### src/rtl/spi_slave_rx_pkg.sv
// Purpose: shared definitions for the SPI mode-0 slave (frame width, underrun byte, FSM states).
// Latency: n/a (definitions only).
// Backpressure: n/a.
// Contents: SPI_DATA_W, SPI_DEFAULT_TX, spi_state_e (encodings shared with spi_master users).
package spi_slave_rx_pkg;

    localparam int SPI_DATA_W = 8;
    localparam logic [SPI_DATA_W-1:0] SPI_DEFAULT_TX = 8'hFF;

    typedef enum logic {
        SPI_S_IDLE   = 1'b0,
        SPI_S_ACTIVE = 1'b1
    } spi_state_e;

endpackage

### src/rtl/spi_slave_rx_if.sv
// Purpose: local-core side of the SPI slave: reply bytes in, received bytes and status strobes out.
// Latency: n/a (wiring only).
// Backpressure: tx_* is valid/ready; rx_valid is a strobe with no back-pressure.
// Modports: slave = SPI block view, master = local core view.
interface spi_slave_rx_if
    import spi_slave_rx_pkg::*;
#(
    parameter int DATA_W = SPI_DATA_W
);
    logic [DATA_W-1:0] tx_data;
    logic              tx_valid;
    logic              tx_ready;
    logic [DATA_W-1:0] rx_data;
    logic              rx_valid;
    logic              tx_underrun;
    logic              frame_err;
    logic              busy;

    modport slave (
        input  tx_data, tx_valid,
        output tx_ready, rx_data, rx_valid, tx_underrun, frame_err, busy
    );

    modport master (
        output tx_data, tx_valid,
        input  tx_ready, rx_data, rx_valid, tx_underrun, frame_err, busy
    );
endinterface

### src/rtl/spi_slave_rx_sync.sv
// Purpose: STAGES-flop synchroniser for one asynchronous input bit, with a chosen reset value.
// Latency: STAGES clk cycles.
// Backpressure: none.
// Ports: clk, reset (sync, active-high), d (async input), q (synchronised output).
module spi_slave_rx_sync #(
    parameter int   STAGES  = 2,
    parameter logic RST_VAL = 1'b0
) (
    input  logic clk,
    input  logic reset,
    input  logic d,
    output logic q
);
    logic [STAGES-1:0] ff;

    always_ff @(posedge clk) begin
        if (reset) begin
            ff <= {STAGES{RST_VAL}};
        end else begin
            ff <= {ff[STAGES-2:0], d};
        end
    end

    assign q = ff[STAGES-1];
endmodule

### src/rtl/spi_slave_rx.sv
// Purpose: SPI mode-0 slave; receives MSB-first bytes on mosi, returns a reply byte per frame on miso.
// Latency: rx_valid SYNC_STAGES+1 clk after the clk edge that first captures the last sclk high.
// Backpressure: one-entry reply buffer (tx_ready = empty); rx_valid strobe cannot be stalled.
// Ports: clk, reset (sync, active-high); SPI pins sclk, cs_n, mosi, miso, miso_oe;
//        core (slave modport): tx_data/tx_valid/tx_ready, rx_data/rx_valid, tx_underrun, frame_err, busy.
module spi_slave_rx
    import spi_slave_rx_pkg::*;
#(
    parameter int                DATA_W      = SPI_DATA_W,
    parameter int                SYNC_STAGES = 2,
    parameter logic [DATA_W-1:0] DEFAULT_TX  = SPI_DEFAULT_TX
) (
    input  logic clk,
    input  logic reset,
    input  logic sclk,
    input  logic cs_n,
    input  logic mosi,
    output logic miso,
    output logic miso_oe,
    spi_slave_rx_if.slave core
);
    localparam int CNT_W = $clog2(DATA_W);
    localparam logic [CNT_W-1:0] LAST_BIT = CNT_W'(DATA_W - 1);

    // Synchronised pins
    logic sclk_s, cs_n_s, mosi_s;

    spi_slave_rx_sync #(.STAGES(SYNC_STAGES), .RST_VAL(1'b0)) u_sync_sclk (
        .clk(clk), .reset(reset), .d(sclk), .q(sclk_s)
    );
    spi_slave_rx_sync #(.STAGES(SYNC_STAGES), .RST_VAL(1'b1)) u_sync_cs_n (
        .clk(clk), .reset(reset), .d(cs_n), .q(cs_n_s)
    );
    spi_slave_rx_sync #(.STAGES(SYNC_STAGES), .RST_VAL(1'b0)) u_sync_mosi (
        .clk(clk), .reset(reset), .d(mosi), .q(mosi_s)
    );

    // Edge strobes are registered so the FSM sees clean one-cycle pulses;
    // mosi_d is delayed by the same cycle so it lines up with sclk_rise.
    logic sclk_d, cs_n_d, mosi_d;
    logic sclk_rise, sclk_fall, cs_rise, cs_fall;

    always_ff @(posedge clk) begin
        if (reset) begin
            sclk_d    <= 1'b0;
            cs_n_d    <= 1'b1;
            mosi_d    <= 1'b0;
            sclk_rise <= 1'b0;
            sclk_fall <= 1'b0;
            cs_rise   <= 1'b0;
            cs_fall   <= 1'b0;
        end else begin
            sclk_d    <= sclk_s;
            cs_n_d    <= cs_n_s;
            mosi_d    <= mosi_s;
            sclk_rise <= sclk_s & ~sclk_d;
            sclk_fall <= ~sclk_s & sclk_d;
            cs_rise   <= cs_n_s & ~cs_n_d;
            cs_fall   <= ~cs_n_s & cs_n_d;
        end
    end

    // FSM
    spi_state_e state_q, state_d;
    logic [CNT_W-1:0] bit_cnt;
    logic load, shift_rx, shift_tx, end_frame;

    always_ff @(posedge clk) begin
        if (reset) begin
            state_q <= SPI_S_IDLE;
        end else begin
            state_q <= state_d;
        end
    end

    // cs_n rise is checked first so a coincident sclk edge is dropped.
    always_comb begin
        state_d   = state_q;
        load      = 1'b0;
        shift_rx  = 1'b0;
        shift_tx  = 1'b0;
        end_frame = 1'b0;
        case (state_q)
            SPI_S_IDLE: begin
                if (cs_fall) begin
                    state_d = SPI_S_ACTIVE;
                    load    = 1'b1;
                end
            end
            SPI_S_ACTIVE: begin
                if (cs_rise) begin
                    state_d   = SPI_S_IDLE;
                    end_frame = 1'b1;
                end else if (sclk_rise) begin
                    shift_rx = 1'b1;
                end else if (sclk_fall) begin
                    // Falling edge on a byte boundary starts the next reply byte.
                    if (bit_cnt == '0) begin
                        load = 1'b1;
                    end else begin
                        shift_tx = 1'b1;
                    end
                end
            end
            default: state_d = SPI_S_IDLE;
        endcase
    end

    // Datapath
    logic [DATA_W-1:0] tx_shift;
    logic [DATA_W-2:0] rx_shift;   // bits received so far; the last bit completes the byte
    logic [DATA_W-1:0] buf_data;
    logic              buf_full;
    logic [DATA_W-1:0] rx_data_q;
    logic              rx_valid_q, tx_underrun_q, frame_err_q, miso_oe_q;
    logic              accept;

    assign accept = core.tx_valid & ~buf_full;

    always_ff @(posedge clk) begin
        if (reset) begin
            tx_shift      <= '0;
            rx_shift      <= '0;
            bit_cnt       <= '0;
            buf_data      <= '0;
            buf_full      <= 1'b0;
            rx_data_q     <= '0;
            rx_valid_q    <= 1'b0;
            tx_underrun_q <= 1'b0;
            frame_err_q   <= 1'b0;
            miso_oe_q     <= 1'b0;
        end else begin
            rx_valid_q    <= 1'b0;
            tx_underrun_q <= 1'b0;
            frame_err_q   <= 1'b0;

            if (accept) begin
                buf_data <= core.tx_data;
                buf_full <= 1'b1;
            end

            // Accept and load can coincide only with the buffer empty: the load
            // then underruns and the accepted byte waits for the next load.
            if (load) begin
                bit_cnt   <= '0;
                miso_oe_q <= 1'b1;
                if (buf_full) begin
                    tx_shift <= buf_data;
                    buf_full <= 1'b0;
                end else begin
                    tx_shift      <= DEFAULT_TX;
                    tx_underrun_q <= 1'b1;
                end
            end

            if (shift_tx) begin
                tx_shift <= {tx_shift[DATA_W-2:0], 1'b0};
            end

            if (shift_rx) begin
                if (bit_cnt == LAST_BIT) begin
                    bit_cnt    <= '0;
                    rx_data_q  <= {rx_shift, mosi_d};
                    rx_valid_q <= 1'b1;
                end else begin
                    bit_cnt <= bit_cnt + 1'b1;
                end
                rx_shift <= {rx_shift[DATA_W-3:0], mosi_d};
            end

            if (end_frame) begin
                miso_oe_q <= 1'b0;
                tx_shift  <= '0;
                rx_shift  <= '0;
                bit_cnt   <= '0;
                frame_err_q <= (bit_cnt != '0);
            end
        end
    end

    // tx_shift is cleared outside a frame, so miso idles low.
    assign miso             = tx_shift[DATA_W-1];
    assign miso_oe          = miso_oe_q;
    assign core.tx_ready    = ~buf_full;
    assign core.rx_data     = rx_data_q;
    assign core.rx_valid    = rx_valid_q;
    assign core.tx_underrun = tx_underrun_q;
    assign core.frame_err   = frame_err_q;
    assign core.busy        = (state_q == SPI_S_ACTIVE);
endmodule
### src/flat_wrapper.sv
// flat-port wrapper written by rule: the top's interface ports become plain ports
module spi_slave_rx_flat import spi_slave_rx_pkg::*;
#(
    parameter int                DATA_W      = SPI_DATA_W,
    parameter int                SYNC_STAGES = 2,
    parameter logic [DATA_W-1:0] DEFAULT_TX  = SPI_DEFAULT_TX
)
  (clk, reset, sclk, cs_n, mosi, miso, miso_oe, core_tx_data, core_tx_valid, core_tx_ready, core_rx_data, core_rx_valid, core_tx_underrun, core_frame_err, core_busy);
  spi_slave_rx_if #(.DATA_W(DATA_W)) core_i ();
  input  logic clk;
  input  logic reset;
  input  logic sclk;
  input  logic cs_n;
  input  logic mosi;
  output logic miso;
  output logic miso_oe;
  input wire logic [$bits(core_i.tx_data)-1:0] core_tx_data;
  input wire logic [$bits(core_i.tx_valid)-1:0] core_tx_valid;
  output wire logic [$bits(core_i.tx_ready)-1:0] core_tx_ready;
  output wire logic [$bits(core_i.rx_data)-1:0] core_rx_data;
  output wire logic [$bits(core_i.rx_valid)-1:0] core_rx_valid;
  output wire logic [$bits(core_i.tx_underrun)-1:0] core_tx_underrun;
  output wire logic [$bits(core_i.frame_err)-1:0] core_frame_err;
  output wire logic [$bits(core_i.busy)-1:0] core_busy;
  assign core_i.tx_data = core_tx_data;
  assign core_i.tx_valid = core_tx_valid;
  assign core_tx_ready = core_i.tx_ready;
  assign core_rx_data = core_i.rx_data;
  assign core_rx_valid = core_i.rx_valid;
  assign core_tx_underrun = core_i.tx_underrun;
  assign core_frame_err = core_i.frame_err;
  assign core_busy = core_i.busy;
  spi_slave_rx #(.DATA_W(DATA_W), .SYNC_STAGES(SYNC_STAGES), .DEFAULT_TX(DEFAULT_TX)) u_core (.clk(clk), .reset(reset), .sclk(sclk), .cs_n(cs_n), .mosi(mosi), .miso(miso), .miso_oe(miso_oe), .core(core_i));
endmodule
### config.mk
export PLATFORM = sky130hd
export DESIGN_NAME = spi_slave_rx_flat
export DESIGN_NICKNAME = d
export VERILOG_FILES = /design/src/rtl/spi_slave_rx_pkg.sv /design/src/rtl/spi_slave_rx_if.sv /design/src/rtl/spi_slave_rx_sync.sv /design/src/rtl/spi_slave_rx.sv /design/src/flat_wrapper.sv
export SDC_FILE = /design/constraint.sdc
export NUM_CORES = 1
export LEC_CHECK = 0
export CORE_MARGIN = 3
export CORE_UTILIZATION = 50
export CTS_CLUSTER_SIZE = 28
export DETAILED_ROUTE_END_ITERATION = 6
export PLACE_DENSITY_LB_ADDON = 0.1
export RECOVER_POWER = 100
export SLEW_MARGIN = 20
export SYNTH_ARGS = -nofsm -noshare
export SYNTH_HDL_FRONTEND = slang
export SYNTH_SLANG_ARGS = --single-unit
### constraint.sdc
create_clock -name clk -period 1.7 [get_ports clk]
set_input_delay 0.425 -clock clk [delete_from_list [all_inputs] [get_ports clk]]
set_output_delay 0.425 -clock clk [all_outputs]
set_load 0.005 [all_outputs]
After elaboration in Yosys (flattened, before gate mapping):

Index checks and enable logic that the tools add are counted.

* flip-flop bits (word level): 53

* add/sub/neg operators: 1
* eq/ne operators: 1
* multiplexer cells: 29
* bitwise gates (word level): 14
* reductions and logical operators: 10

Operator list (count)
* $mux 8: 3
* $mux 1: 21
* $mux 3: 3
* $not 1->1: 9
* $reduce_or 2->1: 4
* $and 1x1->1: 5
* $pmux 1 s2: 2
* $reduce_bool 2->1: 2
* $add 3x1->3 const B: 1
* $eq 3x3->1 const B: 1
* $logic_not 3->1: 1
* $reduce_bool 3->1: 1
* $reduce_or 3->1: 1
* $reduce_and 2->1: 1

Longest topological paths before layout:

Gate-level depths: netlist of the first run.

* depth in word-level cells: 8
* gate-level depth with buffers: 7
* depth with buffers taken out: 6

By module:

Synthesis of the first run repeated with hierarchy kept, for this count alone.

* cell total of the unflattened synthesis: 228
* area total of the unflattened synthesis: 1978.1 µm²

Modules (own cells, without submodules)
* spi_slave_rx: times used 1, cells an instance 216, area each 1820.5 µm², sequential area each 940.9 µm²
* spi_slave_rx_sync: times used 3, cells an instance 4, area each 52.6 µm², sequential area each 40.0 µm²

Worst setup path after synthesis of the first run:

No wires, ideal clock.

* kind: reg2reg
* start: reg u_core.bit_cnt[0]
* end: reg u_core.tx_shift[6]
* data arrival time: 1.242 ns
* data required time: 1.585 ns
* slack: 0.344 ns
* stages on the path, launching flop included: 8
* buffers on the path: 1
* path through: dfxtp_1 inv_1 ha_1 and2b_2 buf_2 nor3_1 nor3_1 o21a_1

* longest elaborated chain between the ends: 7
* elaborated cells between the ends (all ways): 13

Ends and longest elaborated chain
* from (decl): RTL line spi_slave_rx.sv:65 `logic [CNT_W-1:0] bit_cnt;`
* from (signal assigned): RTL line spi_slave_rx.sv:166 `bit_cnt <= bit_cnt + 1'b1;`
* $logic_not 3->1 (*): RTL line spi_slave_rx.sv:98 `if (bit_cnt == '0) begin`
* $mux 1: RTL line spi_slave_rx.sv:98
* $mux 1: RTL line spi_slave_rx.sv:96 `end else if (sclk_fall) begin`
* $mux 1: RTL line spi_slave_rx.sv:94 `end else if (sclk_rise) begin`
* $mux 1: RTL line spi_slave_rx.sv:91 `if (cs_rise) begin`
* $pmux 1 s2 or $mux 1 (tied branches): RTL line spi_slave_rx.sv:83 `case (state_q)`
* $reduce_bool 2->1 (no source line) or $mux 8 (tied branches)
* to (signal assigned): RTL line spi_slave_rx.sv:148 `tx_shift <= buf_data;`
* to (signal assigned): RTL line spi_slave_rx.sv:157 `tx_shift <= {tx_shift[DATA_W-2:0], 1'b0};`
* to (decl): RTL line spi_slave_rx.sv:110 `logic [DATA_W-1:0] tx_shift;`

Every way passes the cells marked *; elsewhere a longest branch is shown, timed or not.
A chain may end at the register's enable or synchronous reset.

Worst setup path in the final report of the first run:

* start: reg u_core.rx_data_q[2], in the netlist u_core.core.rx_data[2]
* end: out core_rx_data[2]

RTL lines
* from (decl): RTL line spi_slave_rx.sv:114 `logic [DATA_W-1:0] rx_data_q;`
* from (signal assigned): RTL line spi_slave_rx.sv:163 `rx_data_q <= {rx_shift, mosi_d};`
* to (decl): RTL line flat_wrapper.sv:20 `output wire logic [$bits(core_i.rx_data)-1:0] core_rx_data;`

No word-level cell between the ends.

==> flow_summary.json, run 1 <==
{
  "yosysWarnings": 0,
  "wl_mm": 3.642,
  "yosys_register_bits": 53,
  "r2r_start": "u_core.bit_cnt[0]",
  "viasPerCell": 4.993,
  "detail-route-antenna-nets": 0,
  "rows": 22,
  "core_sq_um": 3744,
  "clkTransAtPathRegs_ns": 0.09,
  "wl_per_cell_um": 11.90,
  "relSlewSlack_pct": 61.74,
  "drtIter0Drc": 83,
  "synth_seq_area_share_pct": 53.77,
  "initial_core_util_pct": 52.71,
  "period_needed_ns": 1.630,
  "clockBufferDepth": 2,
  "dp_hpwl_mm": 2.514,
  "nets": 274,
  "power_density_nw_per_um2": 944.3,
  "gr-usage-all-layers_pct": 16.55,
  "dr_total_vias": 1528,
  "tightest_slew_ns": 0.5738,
  "clock_sinks": 53,
  "leakage_nw": 0.9105,
  "arrival_ns": 1.20,
  "synth.net_count": 244,
  "cts_resized": 1,
  "clock_latency_ns": 0.30,
  "hp-class": "reg2reg",
  "required_ns": 1.27,
  "die_x_um": 68.82,
  "grt_pass1_wl_mm": 5.837,
  "startpoint": "u_core.core.rx_data[2]",
  "cp-endpoint": "core_rx_data[2]",
  "placed_area_sq_um": 2335,
  "worst-path-max-fanout": 2,
  "wl_met3_um": 115,
  "area_delta_synth_final_pct": 22.07,
  "antenna_cells": 0,
  "io_pins": 29,
  "die_h_um": 68.82,
  "synth_area_sq_um": 1973,
  "synth_cell_types": 30,
  "skew_ns": 0.006516,
  "path_buf_inv": 1,
  "cts_root_buffer": "clkbuf_8",
  "portBuffers": 28,
  "antenna_found_initial": 0,
  "hold_violations": 0,
  "crit_type": "reg2out",
  "grt_pass1_vias": 1372,
  "path_cells": "dlygate4sd3_1",
  "ir_drop_mv": 0.8931,
  "timing.rr.end": "u_core.tx_shift[6]",
  "r2r_setup_slack_ns": 0.13,
  "cts_tree": "done",
  "syn_inst": 227,
  "drv_cap": 0,
  "ff2ff_path_depth": 6,
  "grt_start_max_net_pins": 32,
  "m1WireLength_mm": 1.767,
  "finalSetupTns_ns": 0,
  "cts_max_level": 2,
  "cp_slowest_cell": "dlygate4sd3_1",
  "avgSynthCellArea_sq_um": 8.692,
  "cts_hold_buf": 0,
  "stdcell_area_sq_um": 2409,
  "critical_path.top_delay_family": "buffers and inverters",
  "start_kind": "flip-flop",
  "drc_errors": 0,
  "grt_remaining_overflow": 0,
  "cts_made_buffers": 5,
  "fin_crit_sh_pct": 95.85,
  "dieArea_sq_um": 4736,
  "place_congestion": 0.7142,
  "dr.max_layer_used": "met4",
  "status": "complete, no violations",
  "postCtsSetupBuffers": 0,
  "met2WireLength_mm": 1.717,
  "path_depth": 1,
  "dr.pass1.iters": 4,
  "setup_viol": 0,
  "drv_slew": 0,
  "drive_above_1_share_pct": 8.527,
  "cpPeakStageDelay_ns": 0.57,
  "fmax_mhz": 613.7,
  "layout_common_cells": "nand2_1, dfxtp_1, a21oi_1",
  "end_kind": "output port",
  "rsz0062_at_grt": "false",
  "final_common_cell": "nand2_1"
}
## per-layer routing
layer / GRT usage [%] / vias up
li1: - / 811
met4: 6.083 / 0
met3: 3.890 / 4
met5: 0 / -
met2: 28.25 / 18
met1: 20.20 / 695
## cell families (layout without fill, tap and decap cells)
group | after synthesis | count (layout) | share of synthesized area, %
AO/OA/AOI/OAI | 46 | 46 | 13.82
adder cells (fa/ha/maj) | 3 | 3 | 1.903
buffers and inverters | 18 | 49 | 4.185
flip-flops | 53 | 53 | 53.77
AND/OR/NAND/NOR | 107 | 107 | 26.32
## layout make-up
class                      instances  area [sq um]
multi-input combinational        156         822.0
clock buffer                       6         72.57
sequential                        53          1065
fill                             316          1335
clock inverter                     2         38.79
timing repair buffer              36         331.6
tap                               48         60.06
inverter                           5         18.77
## state kept, by name, indices dropped and copies added (netlist names)
signal / flops
u_core.core.tx_underrun: 1
u_core.mosi_d: 1
u_core.miso_oe: 1
u_core.u_sync_mosi.ff: 2
u_core.cs_n_d: 1
u_core.cs_rise: 1
u_core.sclk_rise: 1
u_core.rx_shift: 7
u_core.cs_fall: 1
u_core.core.frame_err: 1
u_core.sclk_d: 1
u_core.core.rx_valid: 1
u_core.buf_data: 8
u_core.tx_shift: 8
u_core.u_sync_sclk.ff: 2
u_core.core.busy: 1
u_core.buf_full: 1
u_core.core.rx_data: 8
u_core.sclk_fall: 1
u_core.u_sync_cs_n.ff: 2
u_core.bit_cnt: 3
## per-stage QoR
step	utilization [%]	setup slack (ns)	power [W]	std cells	hold WS (ns)
after floorplan	-	0.3439	0.001399	227	0.3835
after global placement	62.37	0.04960	0.001477	298	0.3916
after detailed placement	62.37	0.02918	0.001480	298	0.3942
after CTS	65.37	0.03275	0.002301	306	0.4097
after global routing	64.34	0.02337	0.002357	306	0.4318
final	64.34	0.07047	0.002274	306	0.4060
## Yosys cell counts, drive strengths merged
master / count / area share (%)
nand2: 59 / 11
dfxtp: 53 / 54
a21oi: 33 / 8.9
nor2b: 12 / 3.8
nor3: 12 / 3.0
clkbuf: 8 / 1.5
o211ai: 8 / 3.0
nor2: 6 / 1.1
buf: 5 / 1.7
inv: 5 / 0.95
ha: 3 / 1.9
nand2b: 3 / 1.3
nand3: 3 / 0.76
o21a: 3 / 1.1
or2: 3 / 0.95
and2b: 2 / 0.82
nor3b: 2 / 0.76
a31oi: 1 / 0.32
and2: 1 / 0.32
and3b: 1 / 0.44
and4bb: 1 / 0.63
nand3b: 1 / 0.38
nand4bb: 1 / 0.57
o21bai: 1 / 0.38
## power by group
part           switching, W  total (W)  internal [W]
Combinational     0.0000711   0.000147     0.0000761
Sequential        0.0000168    0.00129       0.00127
Clock              0.000395   0.000837      0.000442
## how the worst min path moves through the flow
stage          slack, ns  cells past startpoint                  endpoint                     start
2_1_floorplan       0.38                      1          u_core.sclk_rise             u_core.sclk_d
3_3_place_gp        0.39                      1  u_core.u_sync_cs_n.ff[1]  u_core.u_sync_cs_n.ff[0]
3_5_place_dp        0.39                      1  u_core.u_sync_cs_n.ff[1]  u_core.u_sync_cs_n.ff[0]
4_1_cts             0.41                      1          u_core.sclk_rise             u_core.sclk_d
5_1_grt             0.43                      1          u_core.sclk_rise             u_core.sclk_d
6_report            0.41                      1          u_core.sclk_rise             u_core.sclk_d
Note: power is estimated with default switching activity, not from simulation.
==> run 2: changes to the inputs <==
- GPL_TIMING_DRIVEN: default -> 0
==> run 2 against run 1 <==
Effect of this change: worst setup slack improved by 0.012 ns; sequential share of layout area is the same; first-iteration DRC count up 12%; die area stayed put; count of clock-buffer cells in the layout did not move; via count grew 2.4%; maximum frequency up 0.77%; combinational power about the same; critical path depth stayed put; global-route usage grew 0.86 points; hold slack better by 0.00096 ns; critical path type unchanged.
==> flow_summary.json, run 2 (synthesized netlist as in run 1, its figures left out) <==
{
  "status": "complete, no violations",
  "path_buf_inv": 1,
  "grt_remaining_overflow": 0,
  "fmax_mhz": 618.4,
  "layout_common_cells": "nand2_1, dfxtp_1, a21oi_1",
  "clock_latency_ns": 0.29,
  "antenna_cells": 0,
  "p_int_w": 0.001668,
  "cts_made_buffers": 5,
  "critical_path.top_delay_family": "buffers and inverters",
  "cts_hold_buf": 0,
  "n_fill_cell": 345,
  "layout.cells.non_filler": 311,
  "switchingPower_w": 0.0004648,
  "drive_above_1_share_pct": 7.985,
  "cts_max_level": 2,
  "core_sq_um": 3744,
  "multi_input_area_sq_um": 820.8,
  "final_common_cell": "nand2_1",
  "nets": 280,
  "required_ns": 1.27,
  "area_delta_synth_final_pct": 22.07,
  "clockBufferDepth": 2,
  "io_pins": 29,
  "arrival_ns": 1.19,
  "clock_power_share_pct": 32.7,
  "die_h_um": 68.82,
  "drtIter0Drc": 93,
  "viasPerCell": 5.032,
  "grt_pass1_vias": 1409,
  "hold_violations": 0,
  "wl_mm": 3.680,
  "rsz0062_at_grt": "false",
  "leakage_nw": 0.9024,
  "portBuffers": 28,
  "gr-usage-all-layers_pct": 17.41,
  "clock_sinks": 53,
  "rows": 22,
  "combPwrFrac_pct": 6.7,
  "crit_type": "reg2out",
  "fin_crit_sh_pct": 95.12,
  "setup_viol": 0,
  "cp_slowest_cell": "dlygate4sd3_1",
  "die_x_um": 68.82,
  "start_kind": "flip-flop",
  "drc_errors": 0,
  "dieArea_sq_um": 4736,
  "dp_cells": 303,
  "tightest_slew_ns": 0.5383,
  "power_density_nw_per_um2": 885.6,
  "p_seq_share_pct": 60.6,
  "pre_cts_slack_ns": -0.3290,
  "initial_core_util_pct": 52.71,
  "skew_ns": 0.003139,
  "finalSetupTns_ns": 0,
  "place_congestion": 0.7138,
  "path_cells": "dlygate4sd3_1",
  "relSlewSlack_pct": 64.11,
  "layout_setup_ws_ns": 0.08296,
  "antenna_found_initial": 0,
  "seqCellArea_sq_um": 1065,
  "detail-route-antenna-nets": 0,
  "dp_hpwl_mm": 2.567,
  "cts_root_buffer": "clkbuf_8",
  "end_kind": "output port",
  "dr.pass1.iters": 4,
  "ir_drop_mv": 0.5794,
  "dr_total_vias": 1565,
  "cpPeakStageDelay_ns": 0.57,
  "wl_per_cell_um": 11.83,
  "grt_pass1_wl_mm": 6.203,
  "drv_cap": 0,
  "hp-class": "reg2reg",
  "cts_tree": "done",
  "drv_slew": 0,
  "worst-path-max-fanout": 2,
  "period_needed_ns": 1.617,
  "swShare_pct": 21.79,
  "grt_start_max_net_pins": 16,
  "clkTransAtPathRegs_ns": 0.08
}
==> run 2: cell types whose count changed in the layout (fill, tap and decap cells not counted), sizes merged <==
| cell | previous run | this run |
|---|---|---|
| clkinv | 1 | 0 |
| dlygate4sd3 | 11 | 9 |
| clkdlybuf4s50 | 17 | 18 |
| clkinvlp | 0 | 1 |
| dlymetal6s2s | 0 | 1 |
| clkbuf | 9 | 15 |
| bufinv | 1 | 0 |
==> run 2: routing by layer <==
layer	track usage (%)	vias up	routed length, um
li1	-	822	-
met1	22.64	714	1784
met2	27.77	24	1698
met3	4.376	5	155
met4	6.569	0	41
met5	0	-	0
==> run 2: worst paths after layout <==
| kind | from | end | slack (ns) | depth (start not counted) |
|---|---|---|---|---|
| worst max register to register | u_core.bit_cnt[0] | u_core.tx_shift[0] | 0.16 | 6 |
| worst max-delay path | u_core.core.rx_data[0] | core_rx_data[0] | 0.08 | 1 |
| worst min-delay path | u_core.sclk_d | u_core.sclk_rise | 0.41 | 1 |
| worst min register to register | u_core.sclk_d | u_core.sclk_rise | 0.41 | 1 |
==> run 2: timing repair <==
| action | in CTS | in global routing |
|---|---|---|
| endpoints found under the hold margin | 0 | 0 |
| gates resized for setup | 5 | 2 |
| buffers inserted | 0 | 1 |
| setup endpoints to repair | 5 | 2 |
==> run 2: area by class of cell <==
type	count	share of cell area [%]
Tap cell	48	2.494
Multi-Input combinational cell	156	34.08
Clock buffer	6	3.429
Sequential cell	53	44.21
Timing Repair Buffer	29	12.05
Inverter	5	0.7792
Buffer	13	2.649
Clock inverter	1	0.3117
==> run 2: per-stage QoR <==
| stage | area (sq um) | util [%] | total power (W) | hold slack, ns |
|---|---|---|---|---|
| 6_report | 2409 | 64.34 | 0.002133 | 0.4070 |
| 2_1_floorplan | 1973 | - | 0.001399 | 0.3835 |
| 4_1_cts | 2410 | 64.37 | 0.002163 | 0.4087 |
| 3_5_place_dp | 2313 | 61.80 | 0.001467 | 0.3936 |
| 5_1_grt | 2409 | 64.34 | 0.002239 | 0.4132 |
| 3_3_place_gp | 2313 | 61.80 | 0.001464 | 0.3905 |
==> run 2: power by group through the flow <==
stage | Combinational, W | Sequential [W] | Clock [W]
2_1_floorplan | 0.0000799 | 0.00132 | 0
3_3_place_gp | 0.000140 | 0.00132 | 0
3_5_place_dp | 0.000142 | 0.00132 | 0
4_1_cts | 0.000143 | 0.00130 | 0.000724
5_1_grt | 0.000162 | 0.00130 | 0.000778
6_report | 0.000144 | 0.00129 | 0.000697
==> run 3: changes to the inputs <==
- SYNTH_HIERARCHICAL: default -> 1
==> run 3 against run 2 <==
Effect of this change: power increased by 1.3%; sequential power about the same; non-clock buffer count fell by 1; sequential cell count is the same; final cell count increased by 0.32%; largest cell class unchanged; critical path type unchanged.
==> flow_summary.json, run 3 <==
{
  "swShare_pct": 22.39,
  "rsz0062_at_grt": "false",
  "grt_pass1_wl_mm": 6.106,
  "grt_start_max_net_pins": 17,
  "final_common_cell": "nand2_1",
  "critical_path.top_delay_family": "buffers and inverters",
  "wl_per_cell_um": 12.05,
  "yosysWarnings": 6,
  "crit_type": "reg2out",
  "ir_drop_mv": 0.5984,
  "end_kind": "output port",
  "period_needed_ns": 1.626,
  "layout_common_cells": "nand2_1, dfxtp_1, a21oi_1",
  "yosys_register_bits": 53,
  "yosys.area.top_type": "dfxtp_1",
  "dr.pass1.iters": 4,
  "p_seq_share_pct": 60.1,
  "power_density_nw_per_um2": 890.7,
  "synth_area_leaders": "dfxtp_1, nand2_1, a21oi_1",
  "grt_remaining_overflow": 0,
  "combPwrFrac_pct": 6.5,
  "initial_core_util_pct": 52.84,
  "io_pins": 29,
  "worst-path-max-fanout": 9,
  "synthArstFlopShare_pct": 0,
  "placed_area_sq_um": 2318,
  "finalSetupTns_ns": 0,
  "avgSynthCellArea_sq_um": 8.676,
  "hp-class": "reg2reg",
  "required_ns": 1.27,
  "setup_viol": 0,
  "antenna_cells": 0,
  "dp_hpwl_mm": 2.682,
  "synth-edff-count": 0,
  "syn_inst": 228,
  "cts_made_buffers": 5,
  "nets": 280,
  "fin_crit_sh_pct": 95.65,
  "pre_cts_slack_ns": -0.4119,
  "drv_cap": 0,
  "place_congestion": 0.7954,
  "area_delta_synth_final_pct": 22.58,
  "cpPeakStageDelay_ns": 0.50,
  "clock_latency_ns": 0.30,
  "synth.net_count": 245,
  "drv_slew": 0,
  "status": "complete, no violations",
  "synth_compound_area_share_pct": 14.17,
  "die_x_um": 68.90,
  "grt_pass1_vias": 1303,
  "n_fill_cell": 346,
  "fin_util_pct": 64.77,
  "core_sq_um": 3744,
  "drive_above_1_share_pct": 9.091,
  "synth_cell_types": 30,
  "synthMuxAreaShare_pct": 0,
  "tightest_slew_ns": 0.4642,
  "rows": 22,
  "leakage_nw": 0.9029,
  "synth_seq_area_share_pct": 53.64,
  "dieArea_sq_um": 4747,
  "drc_errors": 0,
  "skew_ns": 0.009353,
  "detail-route-antenna-nets": 0,
  "postCtsSetupBuffers": 0,
  "path_buf_inv": 1,
  "switchingPower_w": 0.0004837,
  "clockBufferDepth": 2,
  "drtIter0Drc": 90,
  "p_int_w": 0.001676,
  "relSlewSlack_pct": 69.05,
  "r2r_setup_slack_ns": 0.19,
  "ys_top_cells_by_count": "nand2_1, dfxtp_1, a21oi_1",
  "synth_top_area_share_pct": 53.64,
  "synth_adder_area_share_pct": 1.898,
  "layout_setup_ws_ns": 0.07389,
  "clkTransAtPathRegs_ns": 0.09,
  "cts_max_level": 2,
  "cts_tree": "done",
  "cts_root_buffer": "clkbuf_8",
  "synth_most_common_cell": "nand2_1",
  "dr_total_vias": 1571,
  "viasPerCell": 5.035,
  "ys_dominant_reg_cell": "dfxtp_1",
  "hold_violations": 0,
  "arrival_ns": 1.20,
  "portBuffers": 28,
  "antenna_found_initial": 0,
  "die_h_um": 68.90,
  "synth_xor_area_share_pct": 0,
  "fmax_mhz": 615.0,
  "clock_sinks": 53,
  "synth_top_family_by_area": "simple AND/OR/NAND/NOR gates",
  "stdcell_area_sq_um": 2425,
  "synth_area_sq_um": 1978,
  "wl_mm": 3.759,
  "start_kind": "flip-flop",
  "gr-usage-all-layers_pct": 17.53,
  "clock_power_share_pct": 33.5,
  "path_cells": "clkdlybuf4s50_1",
  "synthSimpleGateAreaFrac_pct": 26.06,
  "cp_slowest_cell": "clkdlybuf4s50_1"
}
-- run 3: changes by cell type in the layout (fill, tap and decap cells not counted), sizes merged, moves of 2 or more --
cell / change
clkdlybuf4s50: +4
o211ai: +2
clkinv: +2
dlygate4sd3: -4
-- run 3: repair_timing --
item,CTS,global route
hold buffers,0,0
setup endpoints to repair,5,17
gates resized for setup,6,7
-- run 3: logic make-up (layout without fill, tap and decap cells) --
logic type,count (synthesis),after routing
buffers and inverters,18,54
AO/OA/AOI/OAI,47,47
adder cells (fa/ha/maj),3,3
AND/OR/NAND/NOR,107,107
flip-flops,53,53
-- run 3: layout make-up --
class	instances	area, sq um	share of cell area, %
timing repair buffer	28	279.0	11.51
sequential	53	1066	43.96
inverter	5	18.77	0.7740
clock buffer	6	82.58	3.406
tap	48	60.06	2.477
buffer	13	68.82	2.838
clock inverter	2	13.76	0.5676
multi-input combinational	157	835.8	34.47
-- run 3: stage by stage --
step	hold slack [ns]	std cells	power, W
2_1_floorplan	0.3832	228	0.001399
3_3_place_gp	0.3868	304	0.001462
3_5_place_dp	0.3879	304	0.001466
4_1_cts	0.4062	312	0.002180
5_1_grt	0.4218	312	0.002253
6_report	0.4064	312	0.002160
-- run 3: power groups by stage --
| stage | combinational, W | sequential [W] | clock (W) |
|---|---|---|---|
| finish | 0.000140 | 0.00130 | 0.000722 |
| detailed placement | 0.000141 | 0.00133 | 0 |
| floorplan | 0.0000802 | 0.00132 | 0 |
| CTS | 0.000141 | 0.00130 | 0.000741 |
| global placement | 0.000138 | 0.00132 | 0 |
| global route | 0.000156 | 0.00130 | 0.000796 |
-- run 3: worst paths after layout --
check / from / end / depth (start not counted)
worst max-delay path: u_core/core.busy / core_busy / 1
worst min-delay path: u_core/sclk_d / u_core/sclk_rise / 1
worst max register to register: u_core/bit_cnt[0] / u_core/tx_shift[3] / 7
worst min register to register: u_core/sclk_d / u_core/sclk_rise / 1
-- run 3: worst register-to-register path, delay by kind of cell, from the launching register on --
kind,cells,cell delay [ns]
AO/OA/AOI/OAI,2,0.17
adder cells (fa/ha/maj),1,0.14
buffers and inverters,2,0.36
flip-flops,1,0.35
AND/OR/NAND/NOR,2,0.37
-- run 3: layer usage --
metal	up-vias	part of all wire, %	track usage (%)
met1	701	50	24.14
met3	5	4.8	5.348
met4	0	1.0	5.839
li1	831	-	-
met5	-	0	0
met2	34	44	26.07
